**src/rtl/adder_pkg.sv**
```systemverilog
// adder_pkg: shared defaults and configuration helpers for the segmented pipelined adder.
package adder_pkg;

    localparam int DEF_WIDTH = 256;
    localparam int DEF_SEG_W = 64;

    function automatic int calc_nseg(input int width, input int seg_w);
        return width / seg_w;
    endfunction

    function automatic bit cfg_ok(input int width, input int seg_w);
        return seg_w >= 1 && seg_w <= width && (width % seg_w) == 0;
    endfunction

endpackage

```
**src/rtl/adder_seg_stage.sv**
```systemverilog
// adder_seg_stage: one SEG_W-bit registered add with carry-in/carry-out, enable and sync reset.
module adder_seg_stage #(
    parameter int SEG_W = 64
) (
    input  logic             clk,
    input  logic             rst,
    input  logic             en_i,
    input  logic [SEG_W-1:0] a_i,
    input  logic [SEG_W-1:0] b_i,
    input  logic             ci_i,
    output logic [SEG_W-1:0] s_o,
    output logic             co_o
);

    logic [SEG_W:0] r_q, r_d;

    assign r_d = {1'b0, a_i} + {1'b0, b_i} + {{SEG_W{1'b0}}, ci_i};

    always_ff @(posedge clk) begin
        if (rst)
            r_q <= '0;
        else if (en_i)
            r_q <= r_d;
    end

    assign s_o  = r_q[SEG_W-1:0];
    assign co_o = r_q[SEG_W];

endmodule

```
**src/rtl/adder_pipe_seg.sv**
```systemverilog
// adder_pipe_seg: WIDTH-bit add split into NSEG registered segments with valid/ready backpressure.
// Optional ADDER_PIPE_SEG_OVF_EN adds lane_cout, the raw per-segment carries aligned with sum.
module adder_pipe_seg
    import adder_pkg::*;
#(
    parameter int WIDTH = DEF_WIDTH,
    parameter int SEG_W = DEF_SEG_W
) (
    input  logic                     clk,
    input  logic                     rst,
    input  logic                     in_valid,
    output logic                     in_ready,
    input  logic [WIDTH-1:0]         a,
    input  logic [WIDTH-1:0]         b,
    input  logic                     cin,
    input  logic                     C_EN,
    output logic                     out_valid,
    input  logic                     out_ready,
    output logic [WIDTH-1:0]         sum,
`ifdef ADDER_PIPE_SEG_OVF_EN
    output logic [WIDTH/SEG_W-1:0]   lane_cout,
`endif
    output logic                     cout
);

    localparam int NSEG = calc_nseg(WIDTH, SEG_W);
    localparam int MW   = NSEG > 1 ? NSEG - 1 : 1;

    if (!cfg_ok(WIDTH, SEG_W)) begin : g_cfg_err
        $error("adder_pipe_seg: WIDTH must be a positive multiple of SEG_W");
    end

    logic             advance;
    logic [NSEG-1:0]  v_q;
    logic [MW-1:0]    m_q;
    logic [NSEG-1:0]  co;
    logic [SEG_W-1:0] s [NSEG];

    assign advance   = !out_valid || out_ready;
    assign in_ready  = advance;
    assign out_valid = v_q[NSEG-1];
    assign cout      = co[NSEG-1];

    // m_q[k] is the C_EN captured with the beat currently held in stage k
    always_ff @(posedge clk) begin
        if (rst) begin
            v_q <= '0;
            m_q <= '0;
        end else if (advance) begin
            v_q <= NSEG'({v_q, in_valid});
            m_q <= MW'({m_q, C_EN});
        end
    end

    for (genvar j = 0; j < NSEG; j++) begin : g_seg
        logic [SEG_W-1:0] a_op, b_op;
        logic             ci, en;

        if (j == 0) begin : g_in
            assign a_op = a[SEG_W-1:0];
            assign b_op = b[SEG_W-1:0];
            assign ci   = cin & C_EN;
            assign en   = advance & in_valid;
        end else begin : g_skew
            logic [SEG_W-1:0] a_q [j];
            logic [SEG_W-1:0] b_q [j];
            always_ff @(posedge clk) begin
                if (rst) begin
                    for (int i = 0; i < j; i++) begin
                        a_q[i] <= '0;
                        b_q[i] <= '0;
                    end
                end else if (advance) begin
                    a_q[0] <= a[j*SEG_W +: SEG_W];
                    b_q[0] <= b[j*SEG_W +: SEG_W];
                    for (int i = 1; i < j; i++) begin
                        a_q[i] <= a_q[i-1];
                        b_q[i] <= b_q[i-1];
                    end
                end
            end
            assign a_op = a_q[j-1];
            assign b_op = b_q[j-1];
            assign ci   = co[j-1] & m_q[j-1];
            assign en   = advance & v_q[j-1];
        end

        adder_seg_stage #(.SEG_W(SEG_W)) u_stage (
            .clk  (clk),
            .rst  (rst),
            .en_i (en),
            .a_i  (a_op),
            .b_i  (b_op),
            .ci_i (ci),
            .s_o  (s[j]),
            .co_o (co[j])
        );

        if (j == NSEG - 1) begin : g_top
            assign sum[j*SEG_W +: SEG_W] = s[j];
`ifdef ADDER_PIPE_SEG_OVF_EN
            assign lane_cout[j] = co[j];
`endif
        end else begin : g_deskew
            localparam int D = NSEG - 1 - j;
            logic [SEG_W-1:0] d_q [D];
            // each deskew slot only moves when a valid beat passes, so sum holds over bubbles
            always_ff @(posedge clk) begin
                if (rst) begin
                    for (int i = 0; i < D; i++)
                        d_q[i] <= '0;
                end else if (advance) begin
                    if (v_q[j])
                        d_q[0] <= s[j];
                    for (int i = 1; i < D; i++)
                        if (v_q[j+i])
                            d_q[i] <= d_q[i-1];
                end
            end
            assign sum[j*SEG_W +: SEG_W] = d_q[D-1];
`ifdef ADDER_PIPE_SEG_OVF_EN
            logic [D-1:0] lc_q;
            always_ff @(posedge clk) begin
                if (rst) begin
                    lc_q <= '0;
                end else if (advance) begin
                    if (v_q[j])
                        lc_q[0] <= co[j];
                    for (int i = 1; i < D; i++)
                        if (v_q[j+i])
                            lc_q[i] <= lc_q[i-1];
                end
            end
            assign lane_cout[j] = lc_q[D-1];
`endif
        end
    end

endmodule

```
**config.mk**
```make
export PLATFORM = sky130hd
export DESIGN_NAME = adder_pipe_seg
export DESIGN_NICKNAME = d
export VERILOG_FILES = /design/src/rtl/adder_pkg.sv /design/src/rtl/adder_seg_stage.sv /design/src/rtl/adder_pipe_seg.sv
export SDC_FILE = /design/constraint.sdc
export NUM_CORES = 2
export LEC_CHECK = 0
export BUFFER_PORTS_ARGS = -buffer_cell sky130_fd_sc_hd__buf_4
export CAP_MARGIN = 20
export CORE_MARGIN = 2
export CORE_UTILIZATION = 50
export CTS_CLUSTER_SIZE = 16
export DETAILED_ROUTE_END_ITERATION = 8
export GPL_ROUTABILITY_DRIVEN = 0
export PLACE_DENSITY = 0.7
export SLEW_MARGIN = 15
export SYNTH_ARGS = -nofsm -noshare
export SYNTH_HDL_FRONTEND = slang
export SYNTH_SLANG_ARGS = --single-unit
export TNS_END_PERCENT = 5
```
**constraint.sdc**
```tcl
create_clock -name clk -period 25.2 [get_ports clk]
set_clock_uncertainty 0.05 [all_clocks]
set_input_delay 5.04 -clock clk [delete_from_list [all_inputs] [get_ports clk]]
set_output_delay 5.04 -clock clk [all_outputs]
set_load 0.01 [all_outputs]
```
Word-level counts from Yosys, hierarchy flattened
Memories as Yosys holds them, arrays and structs flattened.
Cells that the tools add are included.

word-level totals
  output and inout bits = 259
  logic and storage cells = 89
  latch bits = 0
  register bits after elaboration = 267
  memory bits (read-only) = 0
  bits of input ports = 518
  memories kept = 9
  memory bits (writable) = 1152

memories
  name                   depth  width  read ports  clocked after memory_dff  wr ports  RTL line               text
  g_seg[0].g_deskew.d_q  3      64     3           0                         3         adder_pipe_seg.sv:106  logic [SEG_W-1:0] d_q [D];
  g_seg[3].g_skew.a_q    3      64     3           0                         3         adder_pipe_seg.sv:65   logic [SEG_W-1:0] a_q [j];
  g_seg[3].g_skew.b_q    3      64     3           0                         3         adder_pipe_seg.sv:66   logic [SEG_W-1:0] b_q [j];
  g_seg[1].g_deskew.d_q  2      64     2           0                         2         adder_pipe_seg.sv:106
  g_seg[2].g_skew.a_q    2      64     2           0                         2         adder_pipe_seg.sv:65
  g_seg[2].g_skew.b_q    2      64     2           0                         2         adder_pipe_seg.sv:66
  3 more memories        --     --     --          --                        --        --

cells by class
  reductions and logical operators = 5
  equal/unequal tests = 0
  bitwise logic cells = 23
  shifts and indexed selects = 0
  $add $sub $neg = 8
  div/mod/pow operators = 0
  magnitude comparators = 0
  multiplexer cells = 38
  multiply operators = 0

operators by type and width
  operator                                   count
  64-bit two-way mux                         18
  64-bit by 64-bit adder with 65-bit output  4
  65-bit by 1-bit adder with 65-bit output   4
  64-bit OR reduction                        3
  1-bit two-way mux                          20
  1-bit bitwise OR                           15
  1-bit AND                                  8
  1-bit zero test                            1
  1-bit logical OR                           1

Depth between registers and ports, before layout
  word-level depth = 7
  mapped depth = 14
  gate-level depth less buffers = 14

Hierarchy
A second synthesis with hierarchy kept.

unflattened totals
  cell total of the unflattened synthesis = 6114
  area, all modules = 71602.4 um^2

by module, submodules not included
  module                                  times used  sequential area each (um^2)  area each (um^2)  cells an instance
  adder_pipe_seg                          1           34733.3                      46897.5           2910
  adder_seg_stage (g_seg[0].u_stage ...)  2           1301.2                       6127.1            790
  adder_seg_stage (g_seg[2].u_stage)      1           1301.2                       6317.3            838
  adder_seg_stage (g_seg[3].u_stage)      1           1301.2                       6133.4            786

Worst setup path after synthesis
Ideal clock, no wire load.

  path kind = in2reg
  start point = input rst
  end point = memory g_seg[1].g_skew.a_q[0][0] (enable)
  buffers on the path = 2
  cell stages on the path = 4
  setup time = 5.342 ns
  path slack = 1.763 ns
  arrival time = 18.045 ns
  required time = 19.808 ns
  cell sequence = inv_1 clkbuf_1 clkbuf_1 nand2_1

on the way
  word-level cells in the longest chain between the ends = 4
  elaborated cells between the ends (all ways) = 6
  those cells by class = mux: 5; reduce/logical: 1

RTL lines
  item                                     RTL line              text
  start: declaration                       adder_pipe_seg.sv:10  input logic rst,
  1-bit two-way mux                        adder_pipe_seg.sv:68  if (rst) begin
  1-bit two-way mux (not written as such)  adder_pipe_seg.sv:74  a_q[0] <= a[j*SEG_W +: SEG_W];
  64-bit OR reduction (no line)            --
  1-bit two-way mux (no line) *            --
  end: declaration                         adder_pipe_seg.sv:65

Mark *: on every way between the ends. The rest lies on a longest branch, timed or not.

Worst setup path in the final report
  start point = input out_ready
  end point = output in_ready

on the way
  word-level cells in the longest chain between the ends = 1

RTL lines
  item                RTL line              text
  start: declaration  adder_pipe_seg.sv:18  input logic out_ready,
  1-bit logical OR    adder_pipe_seg.sv:39  assign advance = !out_valid || out_ready;
  end: declaration    adder_pipe_seg.sv:12  output logic in_ready,

No other way between the ends.

==> impl_metrics.py <==
metrics = {
    "routing": {
        "vias": 46500,
        "wl_mm": 168,
        "wl_per_cell_um": 20.5,
        "remaining_drc_errors": 0,
        "ant_nets": 0,
        "dr.pass1.iters": 6,
        "routed_via_density": 5.69,
        "drt_first_iter_violations": 4675,
    },
    "floorplanning": {
        "start_util_pct": 50.3,
        "fp.dieW_um": 370,
        "io-pin-count": 777,
        "core_um2": 133000,
        "die_area_um2": 137000,
        "core.rowCount": 134,
        "die_y_um": 370,
    },
    "cts": {
        "clk_pin_slew_ps": 60,
        "cts_buffers": 147,
        "htreeDepth": 4,
        "root_buffer": "clkbuf_16",
        "clockBufferDepth": 3,
        "clock_latency_ps": 770,
        "cts_setup_buffers": 0,
        "cts_tree": "done",
        "cts_sinks": 1419,
        "ctsHoldBuffers": 0,
        "cts_resized": 0,
    },
    "yosys": {
        "synth_flop_cell": "edfxtp_1",
        "synth_seq_cells": 1419,
        "ys_warn_count": 0,
        "yosysSeqAreaShare_pct": 59.6,
        "synth-async-reset-ratio_pct": 0,
        "avgSynthCellArea_um2": 11.5,
        "synth.largest_area_cell": "edfxtp_1",
        "syn_inst": 5806,
        "synthTopCellsByCount": "edfxtp_1 (1152), and3_1 (869), nand2_1 (491), a21oi_1 (386), clkbuf_1 (358)",
        "synth.area.top_cells": "edfxtp_1 (52%), and3_1 (8.1%), dfxtp_1 (8.0%)",
        "synth_edf_count": 1152,
        "ys_types": 86,
        "yosysTopAreaCellShare_pct": 51.6,
        "yosysMostFrequentCell": "edfxtp_1",
        "synth_area_um2": 67000,
        "synth_nets": 6584,
    },
    "sta": {
        "hold_viol": 0,
        "setup_viol": 0,
        "rsz0062_at_grt": "false",
        "drv_slew": 0,
        "finalWorstSetupSlack_ps": 14140,
        "finalSetupTns_ps": 0,
        "min_period_ps": 11060,
        "fin_crit_sh_pct": 43.9,
        "worstMarginPinSlew_ps": 1100,
        "slew_headroom_pct": 26.7,
        "hold_slack_ps": 392,
        "fmax_mhz": 90.4,
    },
    "finish": {
        "syn_to_final_growth_pct": 16.5,
        "drive_gt1_share_pct": 16.8,
        "seqCellArea_um2": 39900,
        "fin_nets": 7050,
        "multi_input_area_um2": 24400,
        "nFillCells": 10900,
    },
    "setup_path": {
        "timing_worst_setup_path_type": "in -> out",
        "reg2reg_depth": 11,
        "arrival_ps": 5970,
        "required_ps": 20110,
        "worst-r2r-setup-slack_ps": 20780,
        "start_kind": "input port",
        "r2r_start": "v_q[3]",
        "crit_path_end_kind": "output pin",
        "regToRegEndpoint": "g_seg[0].g_deskew.d_q[0][103]",
        "critical_path.max_fanout": 81,
    },
    "global_route": {
        "overflow": 0,
        "antenna_found_initial": 15,
        "grt_pass1_vias": 43400,
        "grt_max_degree": 350,
        "grt_pass1_wl_mm": 252,
        "grtUsageTotal_pct": 23.8,
    },
    "worst_hold_path": {
        "holdPathEnd": "g_seg[2].u_stage.r_q[11]",
        "hold_depth": 2,
        "min_from": "g_seg[2].u_stage.r_q[11]",
        "hold_path_class": "reg -> reg",
    },
    "power": {
        "max-vdd-ir-drop_mv": 0.0531,
        "power_density_nw_per_um2": 69.5,
        "p_leak_nw": 34.7,
    },
    "flow_run": {
        "cap_violations": 0,
    },
    "status": {
        "status": "finished, final reports clean",
    },
    "place": {
        "dpl_worst_slack_ps": 14160,
        "io_buffers": 776,
        "hpwl_mm": 118,
    },
}
cell usage in the layout, fill, tap and decap left out, drive strengths merged, types with 36 or more instances in the layout:
master / netlist / routed
dfxtp: 267 / 267
nor2b: 332 / 332
clkinv: 1 / 46
a21o: 168 / 168
nor3: 50 / 50
ha: 252 / 252
nand3: 82 / 82
nand2: 491 / 491
o21bai: 51 / 51
and3: 869 / 869
o211ai: 36 / 36
buf: 139 / 814
a211oi: 39 / 39
a31oi: 36 / 36
inv: 89 / 100
a21oi: 389 / 389
nand4: 50 / 50
edfxtp: 1152 / 1152
nor2: 170 / 170
xnor2: 115 / 115
xor2: 77 / 77
o21ai: 246 / 246
clkbuf: 359 / 202
sequential cells by signal, indices dropped and copies added, names as in the netlist:
| register | flops |
|---|---|
| v_q | 4 |
| m_q | 3 |
| g_seg.g_skew.a_q | 384 |
| g_seg.g_deskew.d_q | 384 |
| g_seg.g_skew.b_q | 384 |
| g_seg.u_stage.r_q | 260 |
worst max-delay path: stages:
cell	delay, ps
buf_4	110
nor2b_1	40
buf_4	180
inv_8	340
buf_4	210
logic make-up after synthesis:
| group | after synthesis | synth area share (%) |
|---|---|---|
| and+or+nand+nor | 2171 | 17.7 |
| DFF | 1419 | 59.6 |
| buffers and inverters | 588 | 4.02 |
| adders and majority gates | 260 | 4.95 |
| xor gates and xnor gates | 192 | 2.51 |
| muxes | 5 | 0.0747 |
| AOI/OAI and AO/OA | 1171 | 11.1 |
metal layers:
layer | track usage (%) | wire (um)
met1 | 33.3 | 72500
met2 | 35.2 | 74200
met3 | 4.88 | 13000
met4 | 11.9 | 8120
met5 | 0 | 63
cell type report:
type	instances	share of cell area, %
tap	1768	2.84
multi-input combinational	3799	31.3
clock buffer	202	5.25
sequential	1419	51.2
timing repair buffer	815	7.97
inverter	90	0.456
antenna	8	0.0257
clock inverter	72	0.972
how the worst max path moves through the flow:
| stage | startpoint | endpoint | slack, ps | cells past startpoint |
|---|---|---|---|---|
| after floorplan | rst | g_seg[1].g_skew.a_q[0][0] | 1760 | 4 |
| after global placement | out_ready | in_ready | 14160 | 5 |
| after detailed placement | out_ready | in_ready | 14160 | 5 |
| after CTS | out_ready | in_ready | 14150 | 5 |
| after global routing | out_ready | in_ready | 14090 | 5 |
| final | out_ready | in_ready | 14140 | 5 |
stage by stage:
step / util (%) / instances / cell area, um^2 / power (mW)
CTS: 58.5 / 8162 / 77900 / 5.46
detailed placement: 54.8 / 7888 / 73100 / 3.28
floorplan: - / 5806 / 67000 / 3.08
finish: 58.5 / 8173 / 78000 / 5.42
global route: 58.5 / 8172 / 78000 / 5.62
global placement: 54.8 / 7888 / 73100 / 3.27
power by group:
part	internal [mW]	total, mW	switching (mW)
registers	2.66	2.70	0.0444
clock network	1.28	2.18	0.900
logic	0.228	0.539	0.311
(Power assumes the default switching activity.)
